--- src/rtl/os_inst_sequencer.sv ---
// Instruction sequencer for the output-stationary core: drives the 34-bit inst bus
// through weight load, activation load, execute and OFIFO readout on each start.
module os_inst_sequencer #(
  parameter int          len           = 27,
  parameter int          row           = 8,
  parameter int          col           = 8,
  parameter int          o_feature_num = 8,
  parameter logic [10:0] W_BASE        = 11'h400,
  parameter logic [10:0] X_BASE        = 11'h000,
  parameter int          DRAIN_MAX     = 64
) (
  input  logic        clk,
  input  logic        reset,
  input  logic        start,
  input  logic [4:0]  l0_ofifo_valid,
  input  logic [2:0]  ififo_valid,
  output logic [33:0] inst,
  output logic        busy,
  output logic        done,
  output logic        out_valid,
  output logic        overflow,
  output logic        timeout
);

  localparam int EXEC_LEN = len + row + col;
  localparam int MAX_A    = (EXEC_LEN > DRAIN_MAX) ? EXEC_LEN : DRAIN_MAX;
  localparam int MAX_B    = (o_feature_num > len + 1) ? o_feature_num : len + 1;
  localparam int CNT_MAX  = (MAX_A > MAX_B) ? MAX_A : MAX_B;
  localparam int CW       = $clog2(CNT_MAX + 1);

  localparam logic [33:0] INST_IDLE = 34'h1_800C_0000;

  typedef enum logic [2:0] {
    S_IDLE, S_WLD, S_ALD, S_EXEC, S_DRAIN, S_READ, S_DONE
  } state_t;

  state_t        state_q, state_d;
  logic [CW-1:0] cnt_q, cnt_d;
  logic [33:0]   inst_d;
  logic          busy_d, done_d;

  logic ofifo_valid, ofifo_full, l0_full, ififo_full;
  logic unused_status;

  assign ofifo_valid   = l0_ofifo_valid[4];
  assign ofifo_full    = l0_ofifo_valid[2];
  assign l0_full       = l0_ofifo_valid[1];
  assign ififo_full    = ififo_valid[0];
  assign unused_status = ^{l0_ofifo_valid[3], l0_ofifo_valid[0], ififo_valid[2:1], ofifo_full};

  always_ff @(posedge clk) begin
    if (!reset) begin
      state_q <= S_IDLE;
      cnt_q   <= '0;
    end else begin
      state_q <= state_d;
      cnt_q   <= cnt_d;
    end
  end

  always_comb begin
    state_d = state_q;
    cnt_d   = cnt_q;
    case (state_q)
      S_IDLE: begin
        if (start) begin
          state_d = S_WLD;
          cnt_d   = '0;
        end
      end
      S_WLD: begin
        if (cnt_q == CW'(len)) begin
          state_d = S_ALD;
          cnt_d   = '0;
        end else begin
          cnt_d = cnt_q + CW'(1);
        end
      end
      S_ALD: begin
        if (cnt_q == CW'(len)) begin
          state_d = S_EXEC;
          cnt_d   = '0;
        end else begin
          cnt_d = cnt_q + CW'(1);
        end
      end
      S_EXEC: begin
        if (cnt_q == CW'(EXEC_LEN - 1)) begin
          state_d = S_DRAIN;
          cnt_d   = '0;
        end else begin
          cnt_d = cnt_q + CW'(1);
        end
      end
      S_DRAIN: begin
        if (ofifo_valid) begin
          state_d = S_READ;
          cnt_d   = '0;
        end else if (cnt_q == CW'(DRAIN_MAX - 1)) begin
          state_d = S_DONE;
          cnt_d   = '0;
        end else begin
          cnt_d = cnt_q + CW'(1);
        end
      end
      // READ counts issued pops only; a low OFIFO_valid simply stalls here.
      S_READ: begin
        if (ofifo_valid) begin
          if (cnt_q == CW'(o_feature_num - 1)) begin
            state_d = S_DONE;
            cnt_d   = '0;
          end else begin
            cnt_d = cnt_q + CW'(1);
          end
        end
      end
      S_DONE:  state_d = S_IDLE;
      default: state_d = S_IDLE;
    endcase
  end

  always_comb begin
    inst_d = INST_IDLE;
    busy_d = 1'b1;
    done_d = 1'b0;
    case (state_q)
      S_IDLE: busy_d = 1'b0;
      // ififo_wr/l0_wr trail the SRAM read by one cycle to match its latency.
      S_WLD: begin
        if (cnt_q < CW'(len)) begin
          inst_d[19]   = 1'b0;
          inst_d[17:7] = W_BASE + 11'(cnt_q);
        end
        if (cnt_q != '0) inst_d[5] = 1'b1;
      end
      S_ALD: begin
        if (cnt_q < CW'(len)) begin
          inst_d[19]   = 1'b0;
          inst_d[17:7] = X_BASE + 11'(cnt_q);
        end
        if (cnt_q != '0) inst_d[2] = 1'b1;
      end
      S_EXEC: begin
        inst_d[4] = 1'b1;
        inst_d[3] = 1'b1;
        inst_d[1] = 1'b1;
      end
      S_DRAIN: inst_d = INST_IDLE;
      S_READ:  inst_d[6] = ofifo_valid;
      S_DONE: begin
        busy_d = 1'b0;
        done_d = 1'b1;
      end
      default: busy_d = 1'b0;
    endcase
  end

  // Status flags judge the strobes actually on the bus against the live full flags.
  always_ff @(posedge clk) begin
    if (!reset) begin
      inst      <= INST_IDLE;
      busy      <= 1'b0;
      done      <= 1'b0;
      out_valid <= 1'b0;
      overflow  <= 1'b0;
      timeout   <= 1'b0;
    end else begin
      inst      <= inst_d;
      busy      <= busy_d;
      done      <= done_d;
      out_valid <= inst[6];
      if (state_q == S_IDLE && start) begin
        overflow <= 1'b0;
        timeout  <= 1'b0;
      end else begin
        if ((inst[5] && ififo_full) || (inst[2] && l0_full)) overflow <= 1'b1;
        if (state_q == S_DRAIN && !ofifo_valid && cnt_q == CW'(DRAIN_MAX - 1)) timeout <= 1'b1;
      end
    end
  end

endmodule

--- config.mk ---
export PLATFORM = sky130hd
export DESIGN_NAME = os_inst_sequencer
export DESIGN_NICKNAME = d
export VERILOG_FILES = /design/src/rtl/os_inst_sequencer.sv
export SDC_FILE = /design/constraint.sdc
export NUM_CORES = 1
export LEC_CHECK = 0
export ABC_AREA = 0
export CAP_MARGIN = 0
export CORE_UTILIZATION = 48
export DETAILED_ROUTE_END_ITERATION = 7
export GPL_TIMING_DRIVEN = 0
export PLACE_DENSITY = 0.85
export SYNTH_ARGS = -nofsm -noshare
export SYNTH_HDL_FRONTEND = slang
export SYNTH_SLANG_ARGS = --single-unit
--- constraint.sdc ---
create_clock -name clk -period 3.8 [get_ports clk]
set_input_delay 0.38 -clock clk [delete_from_list [all_inputs] [get_ports clk]]
set_output_delay 0.38 -clock clk [all_outputs]
set_load 0.02 [all_outputs]
# == Yosys cells after proc, flatten, opt, wreduce, memory -nomap -nowiden ==
# Cells that the tools add are included.
# word_totals
reg_bits,49
# op_classes
addsub,2
magnitude_cmp,1
eq_ne,17
n_mux,26
bitwise_logic,1
reduce_logical,19
# op_table
operator,n
two-way mux 7 bit,8
one-hot mux 7 bit (5 select lines),1
two-way mux 3 bit,8
one-hot mux 11 bit (2 select lines),1
one-hot mux 3 bit (6 select lines),1
"equality test 7 x 6 -> 1 bit, second input constant",2
"!= test 2 bit, second input constant",6
"adder 11 x 7 -> 11 bit, first input constant",1
two-way mux 11 bit,1
"equality test 3 bit, second input constant",3
AND reduction 2 bit,4
"adder 7 x 1 -> 7 bit, second input constant",1
"equality test 7 x 3 -> 1 bit, second input constant",1
"equality test 7 x 5 -> 1 bit, second input constant",1
"less-than comparator 7 x 5 -> 1 bit, second input constant",1
AND reduction 7 bit,1
nonzero test 7 bit,1
"equality test 3 x 2 -> 1 bit, second input constant",2
logical AND 1 bit,5
two-way mux 1 bit,5
nonzero test 5 bit,1
OR reduction 5 bit,1
OR reduction 2 bit,2
"equality test 3 x 1 -> 1 bit, second input constant",1
other kinds (7),7

# == Longest topological paths before layout ==
# Gate-level depths: netlist of the first run.
# logic_depth
word_depth,4
mapped_depth,7
depth_no_buf,7

# == Worst setup path before layout of the first run ==
# No wires, ideal clock.
# synth_timing
kind,register to register
start,register cnt_q[0]
end,register cnt_q[0]
setup_ps,123
t_arrival_ps,1713
slack_ps,1964
stages_incl_launch_ff,8
path_buffers,0
synth_period_minus_slack_ps,1836
cell_sequence,dfxtp_1 inv_1 ha_1 or4b_1 o21bai_2 nand4_4 a22oi_4 nor2_2
# synth_via
elab_chain_len,4
elab_cells_between_ends,12
# synth_rtl
element,line_no,text
from (decl),38,"logic [CW-1:0] cnt_q, cnt_d;"
from (signal assigned),57,cnt_q <= cnt_d;
adder 7 x 1 -> 7 bit (tied with other cells),n/a,
two-way mux 7 bit (on tied branches),"109, 99",
two-way mux 7 bit (on tied branches),"108, 96",
one-hot mux 7 bit (5 select lines) *,64,case (state_q)
# Mark *: on every way between the ends. The rest lies on a longest branch, timed or not. The select of a mux whose other input is x is not followed.
# A chain may end at the register's enable or synchronous reset.

# == Worst setup path in the final report of the first run ==
# layout_timing
start,register cnt_q[0]
end,register cnt_q[3]
# Same word-level chain as after synthesis.

==> results of run 1 <==
final timing paths:
path	slack, ns	start	endpoint
max	1.75	cnt_q[0]	cnt_q[3]
min	0.49	inst[6]	out_valid
max reg2reg	1.75	cnt_q[0]	cnt_q[3]
min reg2reg	0.49	inst[6]	out_valid
logic make-up after synthesis:
kind of cell             after synthesis  share of synthesized area (%)
AO/OA/AOI/OAI                         22                           12.3
XOR/XNOR                               7                           4.34
adder cells (fa/ha/maj)                3                           2.66
buffers and inverters                 33                           14.5
flip-flops                            28                           39.7
multiplexers                           1                          0.709
other                                  2                          0.532
AND/OR/NAND/NOR                       61                           25.2
worst reg2reg max path: cells and delay by family (launching register included):
family                   cells  cell delay, ns
AO/OA/AOI/OAI                2            0.58
adder cells (fa/ha/maj)      1            0.17
buffers and inverters        1            0.16
flip-flops                   1            0.35
AND/OR/NAND/NOR              3            0.69
synthesized netlist by cell type (2+ instances only):
library cell | instances | area share [%]
dfxtp_1 | 28 | 40
conb_1 | 2 | 0.53
xnor2_1 | 2 | 1.2
nand2b_1 | 4 | 1.8
nor2_1 | 11 | 2.9
o21ai_1 | 4 | 1.4
ha_1 | 3 | 2.7
buf_2 | 2 | 0.71
nand3_1 | 3 | 1.1
buf_4 | 21 | 11
clkbuf_1 | 3 | 0.80
nor2_2 | 5 | 2.2
a21oi_1 | 3 | 1.1
nor4b_1 | 2 | 1.2
and3_1 | 6 | 2.7
nand2_1 | 9 | 2.4
nor3_1 | 4 | 1.4
xor2_1 | 5 | 3.1
inv_1 | 5 | 1.3
and2_1 | 4 | 1.8
nand4_1 | 4 | 1.8
o21ai_0 | 2 | 0.71
inv_2 | 2 | 0.53
through the flow:
stage	instance area [µm²]	util, %	total power [W]	cells
6_report	1800	64.6	0.000888	235
2_1_floorplan	1480	-	0.000675	176
3_5_place_dp	1770	63.7	0.000776	232
5_1_grt	1800	64.6	0.000947	235
3_3_place_gp	1770	63.7	0.000763	232
4_1_cts	1800	64.6	0.000893	235
power groups by stage:
stage | clock network (W) | logic [W] | registers, W
global route | 0.000134 | 0.000455 | 0.000358
CTS | 0.000122 | 0.000417 | 0.000353
finish | 0.000117 | 0.000417 | 0.000354
floorplan | 0 | 0.000298 | 0.000377
detailed placement | 0 | 0.000416 | 0.000361
global placement | 0 | 0.000405 | 0.000358
registers in the layout (all words and copies together), names as in the netlist:
register,count
inst,13
cnt_q,7
state_q,3
busy,1
done,1
out_valid,1
overflow,1
timeout,1
routing by layer:
layer / wire length, µm / part of all wire (%)
met1: 1310 / 47
met5: 0 / 0
met3: 92 / 3.3
met4: 29 / 1.0
met2: 1380 / 49
cell type report:
| type | instances | share of cell area [%] |
|---|---|---|
| Buffer | 26 | 9.97 |
| Clock buffer | 3 | 1.25 |
| Inverter | 7 | 1.46 |
| Multi-Input combinational cell | 115 | 40.0 |
| Sequential cell | 28 | 31.2 |
| Tap cell | 31 | 2.16 |
| Timing Repair Buffer | 25 | 13.9 |
==> out/metrics.cfg, run 1 <==
[run_status]
status=complete, no violations

[pwr]
p_int_w=0.000534
p_switching_w=0.000353
switching_share_pct=39.8
peakVddDrop_uv=375
p_leak_nw=0.791
power.share.sequential_pct=39.9
clkPwrFrac_pct=13.2
p_per_area_nw_per_um2=494
p_comb_share_pct=47.0

[yosys]
synth_cell_types=46
synth_edf_count=0
syn_avg_cell_area_um2=9.00
async_reset_ff_share_pct=0
ys_seq_area_share_pct=39.7
ys_ff_latch=28
synthFlopType=dfxtp_1
syn_inst=157
synth_warnings=0
synth_area_um2=1410

[setup_path]
cp_cell_sequence=inv_1 > ha_1 > or4b_1 > o21bai_2 > nand4_4 > a22oi_4 > nor2_2
crit_buf_inv=1
crit_path_max_fanout=6
crit_type=flip-flop to flip-flop
critPathArrivalTime_ns=2.26
slowest_delay_ns=0.45
r2r_cells=7
required_ns=4.01
critPathSlowestCell=or4b_1
cp_top_family=simple AND/OR/NAND/NOR gates
critPathLaunchType=flip-flop
worst-path-stages=7
crit_path_end_kind=flip-flop

[timing]
slew_violations=0
setup_viol=0
max_freq_mhz=488
finalSetupTns_ns=0
skew_ns=0.00647
setup_ws_ns=1.75
whs_ns=0.487
tightestPinTransition_ns=0.559
layout_worst_path_cycle_share_pct=53.9
rsz0062_at_grt=false
fin_crit_ns=2.05
maxSlewHeadroom_pct=62.2
hold_violations=0

[route]
drt_first_iter_violations=23
dr.pass1.iters=4
drc=0
detail-route-antenna-nets=0
vias_per_cell=4.90
vias=1151
wl_per_cell_um=12.0
wl_um=2810

[flow_run]
max_cap_viol_count=0

[global_routing]
grt_pass1_vias=1046
grt_usage_pct=18.6
grt_pass1_wl_um=4620
grt_start_max_net_pins=15
grtUsageMet2_pct=32.0
busiest_layer=met2
met1_usage_pct=23.7
grtUsageMet3_pct=2.30
antenna_found_initial=0
grt-ovfl-total=0

[clock_network]
cts-hold-fix-buffers=0
cts_tree=built
clk_path_buf_depth=2
clk_pin_slew_ns=0.14
clk_latency_ns=0.32
cts_setup_buffers=0
htreeDepth=1
clkSinkCount=28
cts_buffers=3
root_buffer=clkbuf_4
cts_repair_resize_count=0

[final_layout]
multi_input_area_um2=718
most-common-layout-cells=28 x dfxtp_1, 25 x clkdlybuf4s50_1, 21 x buf_4, 21 x conb_1, 11 x nor2_1
nFillCells=243
drive_gt1_share_pct=19.6
seqCellArea_um2=561
syn_to_final_growth_pct=27.1
final_common_cell=dfxtp_1
final_net_count=220
antenna_cells=0

[worst_hold_path]
hp-class=flip-flop to flip-flop
holdPathStages=1

[floorplanning]
die_area_um2=3160
coreArea_um2=2780
die_w_um=56.3
pin_count=50
start_util_pct=50.8
rows=19
die_y_um=56.3

[place]
dp_hpwl_um=2220
portBuffers=25
place_congestion=0.863
place_ws_ns=1.61

(Power assumes the default switching activity.)
==> run 2: changes to the inputs <==
--- a/config.mk
+++ b/config.mk
@@ -7,10 +7,10 @@
 export LEC_CHECK = 0
 export ABC_AREA = 0
 export CAP_MARGIN = 0
-export CORE_UTILIZATION = 48
+export CORE_UTILIZATION = 44
 export DETAILED_ROUTE_END_ITERATION = 7
 export GPL_TIMING_DRIVEN = 0
-export PLACE_DENSITY = 0.85
+export PLACE_DENSITY = 0.79
 export SYNTH_ARGS = -nofsm -noshare
 export SYNTH_HDL_FRONTEND = slang
 export SYNTH_SLANG_ARGS = --single-unit
==> constraint.sdc (replaced) <==
create_clock -name clk -period 2.1 [get_ports clk]
set_input_delay 0.21 -clock clk [delete_from_list [all_inputs] [get_ports clk]]
set_output_delay 0.21 -clock clk [all_outputs]
set_load 0.02 [all_outputs]
==> run 2 against run 1 <==
Against the previous run:
- global-route usage fell by 2.2 points
- setup slack worse by 1.6 ns
- power grew 86%
- non-clock buffer count increased by 1
- hold slack gained 0.0088 ns
- maximum frequency is 5.3% higher
- sequential power increased by 82%
- clock skew hardly changed
- register-to-register slack worse by 1.6 ns
- critical path depth did not move
- clock-buffer cell count grew 1
- clock power rose by 120%
==> out/metrics.cfg, run 2 (synthesis results as in run 1) <==
[run_status]
status=complete, no violations

[route]
vias=1160  ; +0.78%
wl_per_cell_um=10.3  ; -14%
detail-route-antenna-nets=0  ; unchanged
drc=0  ; unchanged
vias_per_cell=4.64  ; -5.3%
dr.pass1.iters=6  ; +2
drt_first_iter_violations=26  ; +13%
wl_um=2560  ; -8.9%

[place]
place_ws_ns=0.0837  ; -1.52 ns
placed_cells=245  ; +5.6%
placed_area_um2=1790  ; +0.92%
place_congestion=0.883  ; +2.3%
dp_hpwl_um=1970  ; -11%
portBuffers=25  ; unchanged

[final_layout]
stdcell_area_um2=1830  ; +2.1%
largestRegisters=inst (13), cnt_q (7), state_q (3)
largest_reg_flops=13  ; unchanged
top_register=inst
antenna_cells=0  ; unchanged
drive_gt1_share_pct=20.9  ; +1.3 points
final_common_cell=dfxtp_1
syn_to_final_growth_pct=29.8
most-common-layout-cells=28 x dfxtp_1, 25 x clkdlybuf4s50_1, 22 x buf_4
final_net_count=221  ; +0.45%
final_cell_count_no_fill=250  ; +6.4%
nFillCells=277  ; +14%

[flow_run]
max_cap_viol_count=0  ; unchanged

[clock_network]
root_buffer=clkbuf_4
cts_tree=built
cts_buffers=3  ; unchanged
clk_latency_ns=0.31  ; about the same
clk_pin_slew_ns=0.15  ; about the same
cts-hold-fix-buffers=0  ; unchanged
clkSinkCount=28  ; unchanged
clk_path_buf_depth=2  ; unchanged
htreeDepth=1  ; unchanged

[setup_path]
critPathSlowestCell=or4b_1
required_ns=2.32  ; -1.69 ns
crit_path_max_fanout=6  ; unchanged
crit_path_end_kind=flip-flop
critPathLaunchType=flip-flop
crit_buf_inv=1  ; unchanged
slowest_delay_ns=0.44  ; about the same
cp_top_family=simple AND/OR/NAND/NOR gates
cp_cell_sequence=inv_2 > ha_1 > or4b_1 > o21bai_2 > nand4_4 > a22oi_4 > nor2_2
critPathArrivalTime_ns=2.17  ; -0.09 ns
crit_type=flip-flop to flip-flop

[timing]
slew_violations=0  ; unchanged
fin_crit_ns=1.95  ; -0.103 ns
finalSetupTns_ns=0  ; unchanged
layout_worst_path_cycle_share_pct=92.7  ; +39 points
rsz0062_at_grt=false
setup_ws_ns=0.154  ; -1.60 ns
max_freq_mhz=514  ; +5.3%
hold_violations=0  ; unchanged
setup_viol=0  ; unchanged
tightestPinTransition_ns=0.518  ; -0.0406 ns
maxSlewHeadroom_pct=64.9  ; +2.7 points
skew_ns=0.00683  ; +0.000365 ns

[floorplanning]
die_area_um2=3440  ; +8.8%
start_util_pct=46.3  ; -4.5 points
pin_count=50  ; unchanged
rows=20  ; +1
die_w_um=58.7  ; +4.3%
coreArea_um2=3050  ; +9.8%
die_y_um=58.7  ; +4.3%

[global_routing]
antenna_found_initial=0  ; unchanged
grt_start_max_net_pins=16  ; +1
grt_usage_pct=16.4  ; -2.2 points
grt-ovfl-total=0  ; unchanged
grt_pass1_wl_um=4350  ; -5.7%
grt_pass1_vias=980  ; -6.3%

[pwr]
p_leak_nw=0.804  ; +1.5%
p_per_area_nw_per_um2=900  ; +82%
peakVddDrop_uv=302  ; -19%

[worst_hold_path]
hp-class=flip-flop to flip-flop

==> run 2: changes by cell type in the layout (fill, tap and decap cells not counted), sizes merged <==
cell    change
buf         +1
clkbuf      +1
==> run 2: final timing paths <==
path	start	to	slack, ns	depth (start not counted)
max reg2reg	cnt_q[0]	cnt_q[5]	0.15	7
min reg2reg	inst[6]	out_valid	0.50	1
min	inst[6]	out_valid	0.50	1
max	cnt_q[0]	cnt_q[5]	0.15	7
==> run 2: metal layers <==
metal	vias to the layer above	track usage, %	routed length (µm)
met2	38	27.1	1250
met1	529	22.4	1190
met3	2	1.98	91
li1	591	-	-
met5	-	0	0
met4	0	5.44	27
==> run 2: what timing repair did <==
item                                    in CTS  in global routing
endpoints found under the hold margin        0                  0
endpoints found under the setup margin       0                  7
setup buffers                                0                  1
resized for setup                            0                  1
==> run 2: power by group <==
group | switching (W) | internal (W)
Sequential | 0.0000457 | 0.000597
Combinational | 0.000445 | 0.000307
Clock | 0.000149 | 0.000106
==> run 2: metrics by stage <==
| step | total power [W] | utilization, % | hold WS [ns] |
|---|---|---|---|
| finish | 0.00165 | 60.0 | 0.496 |
| CTS | 0.00165 | 59.8 | 0.499 |
| global route | 0.00176 | 60.0 | 0.528 |
| floorplan | 0.00122 | - | 0.356 |
| global placement | 0.00139 | 58.6 | 0.449 |
| detailed placement | 0.00139 | 58.6 | 0.464 |
==> run 2: cell type report <==
class	instances	area (µm²)	share of cell area [%]
plain buffers	26	179	9.76
clock buffers	4	36.3	1.98
inverters	7	26.3	1.43
multi-input cells	115	718	39.2
flip-flops and latches	28	561	30.6
well taps	44	55.1	3.00
repair buffers	26	258	14.1
==> run 3: changes to the inputs <==
--- a/config.mk
+++ b/config.mk
@@ -9,7 +9,7 @@
 export CAP_MARGIN = 0
 export CORE_UTILIZATION = 44
 export DETAILED_ROUTE_END_ITERATION = 7
-export GPL_TIMING_DRIVEN = 0
+export GPL_TIMING_DRIVEN = 1
 export PLACE_DENSITY = 0.79
 export SYNTH_ARGS = -nofsm -noshare
 export SYNTH_HDL_FRONTEND = slang
==> run 3 against run 2 <==
Against the previous run:
- wire length down 6.9%
- via count down 6.3%
- sequential share of layout area up 3.0 points
- core utilization down 5.3 points
- clock-buffer cell count down 1
- cell count down 9.2%
- register-to-register slack better by 0.04 ns
- sequential power up 6.2%
- setup slack better by 0.041 ns
- first-iteration DRC count down 12%
- power down 6.1%
==> out/metrics.cfg, run 3 (synthesis results as in run 1) <==
[timing]
slew_violations=0  ; unchanged
rsz0062_at_grt=false
whs_ns=0.479  ; -0.0161 ns
setup_viol=0  ; unchanged
max_freq_mhz=525  ; +2.2%
finalSetupTns_ns=0  ; unchanged
skew_ns=0.00630  ; -0.000533 ns
layout_worst_path_cycle_share_pct=90.7  ; -2.0 points
hold_violations=0  ; unchanged
fin_crit_ns=1.91  ; -0.0412 ns

[setup_path]
r2r_start=cnt_q[0]
critPathArrivalTime_ns=2.13  ; -0.04 ns
slowest_delay_ns=0.45  ; about the same
crit_path_start=cnt_q[0]
required_ns=2.32  ; about the same
crit_path_end_kind=flip-flop
critPathSlowestCell=or4b_1
crit_path_max_fanout=6  ; unchanged
crit_type=flip-flop to flip-flop
cp_cell_sequence=inv_2 > ha_1 > or4b_1 > o21bai_2 > nand4_4 > a22oi_4 > nor2_2
critPathLaunchType=flip-flop

[clock_network]
cts_tree=built
clk_path_buf_depth=2  ; unchanged
root_buffer=clkbuf_4
cts_buffers=3  ; unchanged
clkSinkCount=28  ; unchanged
htreeDepth=1  ; unchanged
cts-hold-fix-buffers=0  ; unchanged
clk_pin_slew_ns=0.13  ; -0.02 ns
clk_latency_ns=0.33  ; +0.02 ns

[place]
placed_area_um2=1650  ; -7.9%
dp_hpwl_um=1930  ; -2.1%
portBuffers=25  ; unchanged
place_congestion=0.892  ; +1.0%

[route]
drt_first_iter_violations=23  ; -12%
vias=1087  ; -6.3%
dr.pass1.iters=4  ; -2
wl_um=2390  ; -6.9%
vias_per_cell=4.79  ; +3.2%
detail-route-antenna-nets=0  ; unchanged
wl_per_cell_um=10.5  ; +2.5%
drc=0  ; unchanged

[final_layout]
nFillCells=282  ; +1.8%
largest_reg_flops=13  ; unchanged
stdcell_area_um2=1670  ; -8.9%
antenna_cells=0  ; unchanged
multi_input_area_um2=718  ; unchanged
final_net_count=199  ; -10%
top_register=inst
syn_to_final_growth_pct=18.2
most-common-layout-cells=28 x dfxtp_1, 25 x clkdlybuf4s50_1, 21 x conb_1
largestRegisters=inst (13), cnt_q (7), state_q (3)
final_common_cell=dfxtp_1
fin_util_pct=54.7  ; -5.3 points
seqCellArea_um2=561  ; unchanged
drive_gt1_share_pct=12.6  ; -8.3 points

[worst_hold_path]
holdCritStartpoint=inst[6]
hp-class=flip-flop to flip-flop

[pwr]
p_leak_nw=0.693  ; -14%
power.share.sequential_pct=44.1  ; +5.1 points
p_per_area_nw_per_um2=928  ; +3.1%
p_total_w=0.00155  ; -6.1%
switching_share_pct=39.3  ; +0.49 points
p_switching_w=0.000608  ; -4.9%
clkPwrFrac_pct=13.7  ; -1.7 points
peakVddDrop_uv=324  ; +7.2%
p_int_w=0.000941  ; -6.8%
p_comb_share_pct=42.2  ; -3.4 points

[floorplanning]
pin_count=50  ; unchanged
die_y_um=58.7  ; unchanged
die_area_um2=3440  ; unchanged
die_w_um=58.7  ; unchanged
coreArea_um2=3050  ; unchanged
rows=20  ; unchanged
start_util_pct=46.3  ; unchanged

[global_routing]
antenna_found_initial=0  ; unchanged
grt-ovfl-total=0  ; unchanged
grt_start_max_net_pins=16  ; unchanged
grt_pass1_vias=962  ; -1.8%
grt_usage_pct=15.7  ; -0.73 points
grt_pass1_wl_um=4080  ; -6.2%

[flow_run]
max_cap_viol_count=0  ; unchanged

[run_status]
status=complete, no violations

==> run 3: cell count changes in the layout (fill, tap and decap cells not counted), sizes merged <==
cell    delta
clkbuf     -4
buf       -19
==> run 3: power by group through the flow <==
stage | clock network, W | registers (W) | logic (W)
global placement | 0 | 0.000689 | 0.000648
global route | 0.000238 | 0.000698 | 0.000732
CTS | 0.000222 | 0.000681 | 0.000659
floorplan | 0 | 0.000682 | 0.000540
detailed placement | 0 | 0.000694 | 0.000657
finish | 0.000212 | 0.000683 | 0.000655
==> run 3: what timing repair did <==
action                                  4_1_cts  5_1_grt
endpoints found under the hold margin         0        0
buffers inserted                              0        0
gates resized for setup                       0        1
endpoints found under the setup margin        0        6
==> run 3: path summary, 6_finish.rpt <==
check | end | slack [ns] | cells after the start
setup reg to reg | cnt_q[6] | 0.19 | 7
hold reg to reg | out_valid | 0.48 | 1
setup / recovery | cnt_q[6] | 0.19 | 7
hold / removal | out_valid | 0.48 | 1
==> run 3: through the flow <==
step / cells / worst slack (ns)
2_1_floorplan: 176 / 0.264
3_3_place_gp: 224 / 0.142
3_5_place_dp: 224 / 0.127
4_1_cts: 227 / 0.109
5_1_grt: 227 / 0.0630
6_report: 227 / 0.195
==> run 3: worst max-delay path: cells and delay by family, from the launching register on <==
family	cells	cell delay, ns
AND/OR/NAND/NOR	3	0.68
AO/OA/AOI/OAI	2	0.53
flip-flops	1	0.36
adder cells (fa/ha/maj)	1	0.14
buffers and inverters	1	0.10
==> run 3: layer usage <==
metal | wire length [µm] | global-route usage [%] | up-vias | share of wire [%]
met3 | 68 | 0.879 | 6 | 2.9
met2 | 1220 | 27.3 | 32 | 51
li1 | - | - | 550 | -
met5 | 0 | 0 | - | 0
met1 | 1010 | 18.0 | 499 | 42
met4 | 87 | 12.2 | 0 | 3.6
==> run 3: final cells by class <==
type                            count  area share, %
Timing Repair Buffer               30           17.2
Multi-Input combinational cell    115           43.0
Tap cell                           44           3.30
Inverter                            7           1.57
Clock buffer                        3           1.35
Sequential cell                    28           33.6
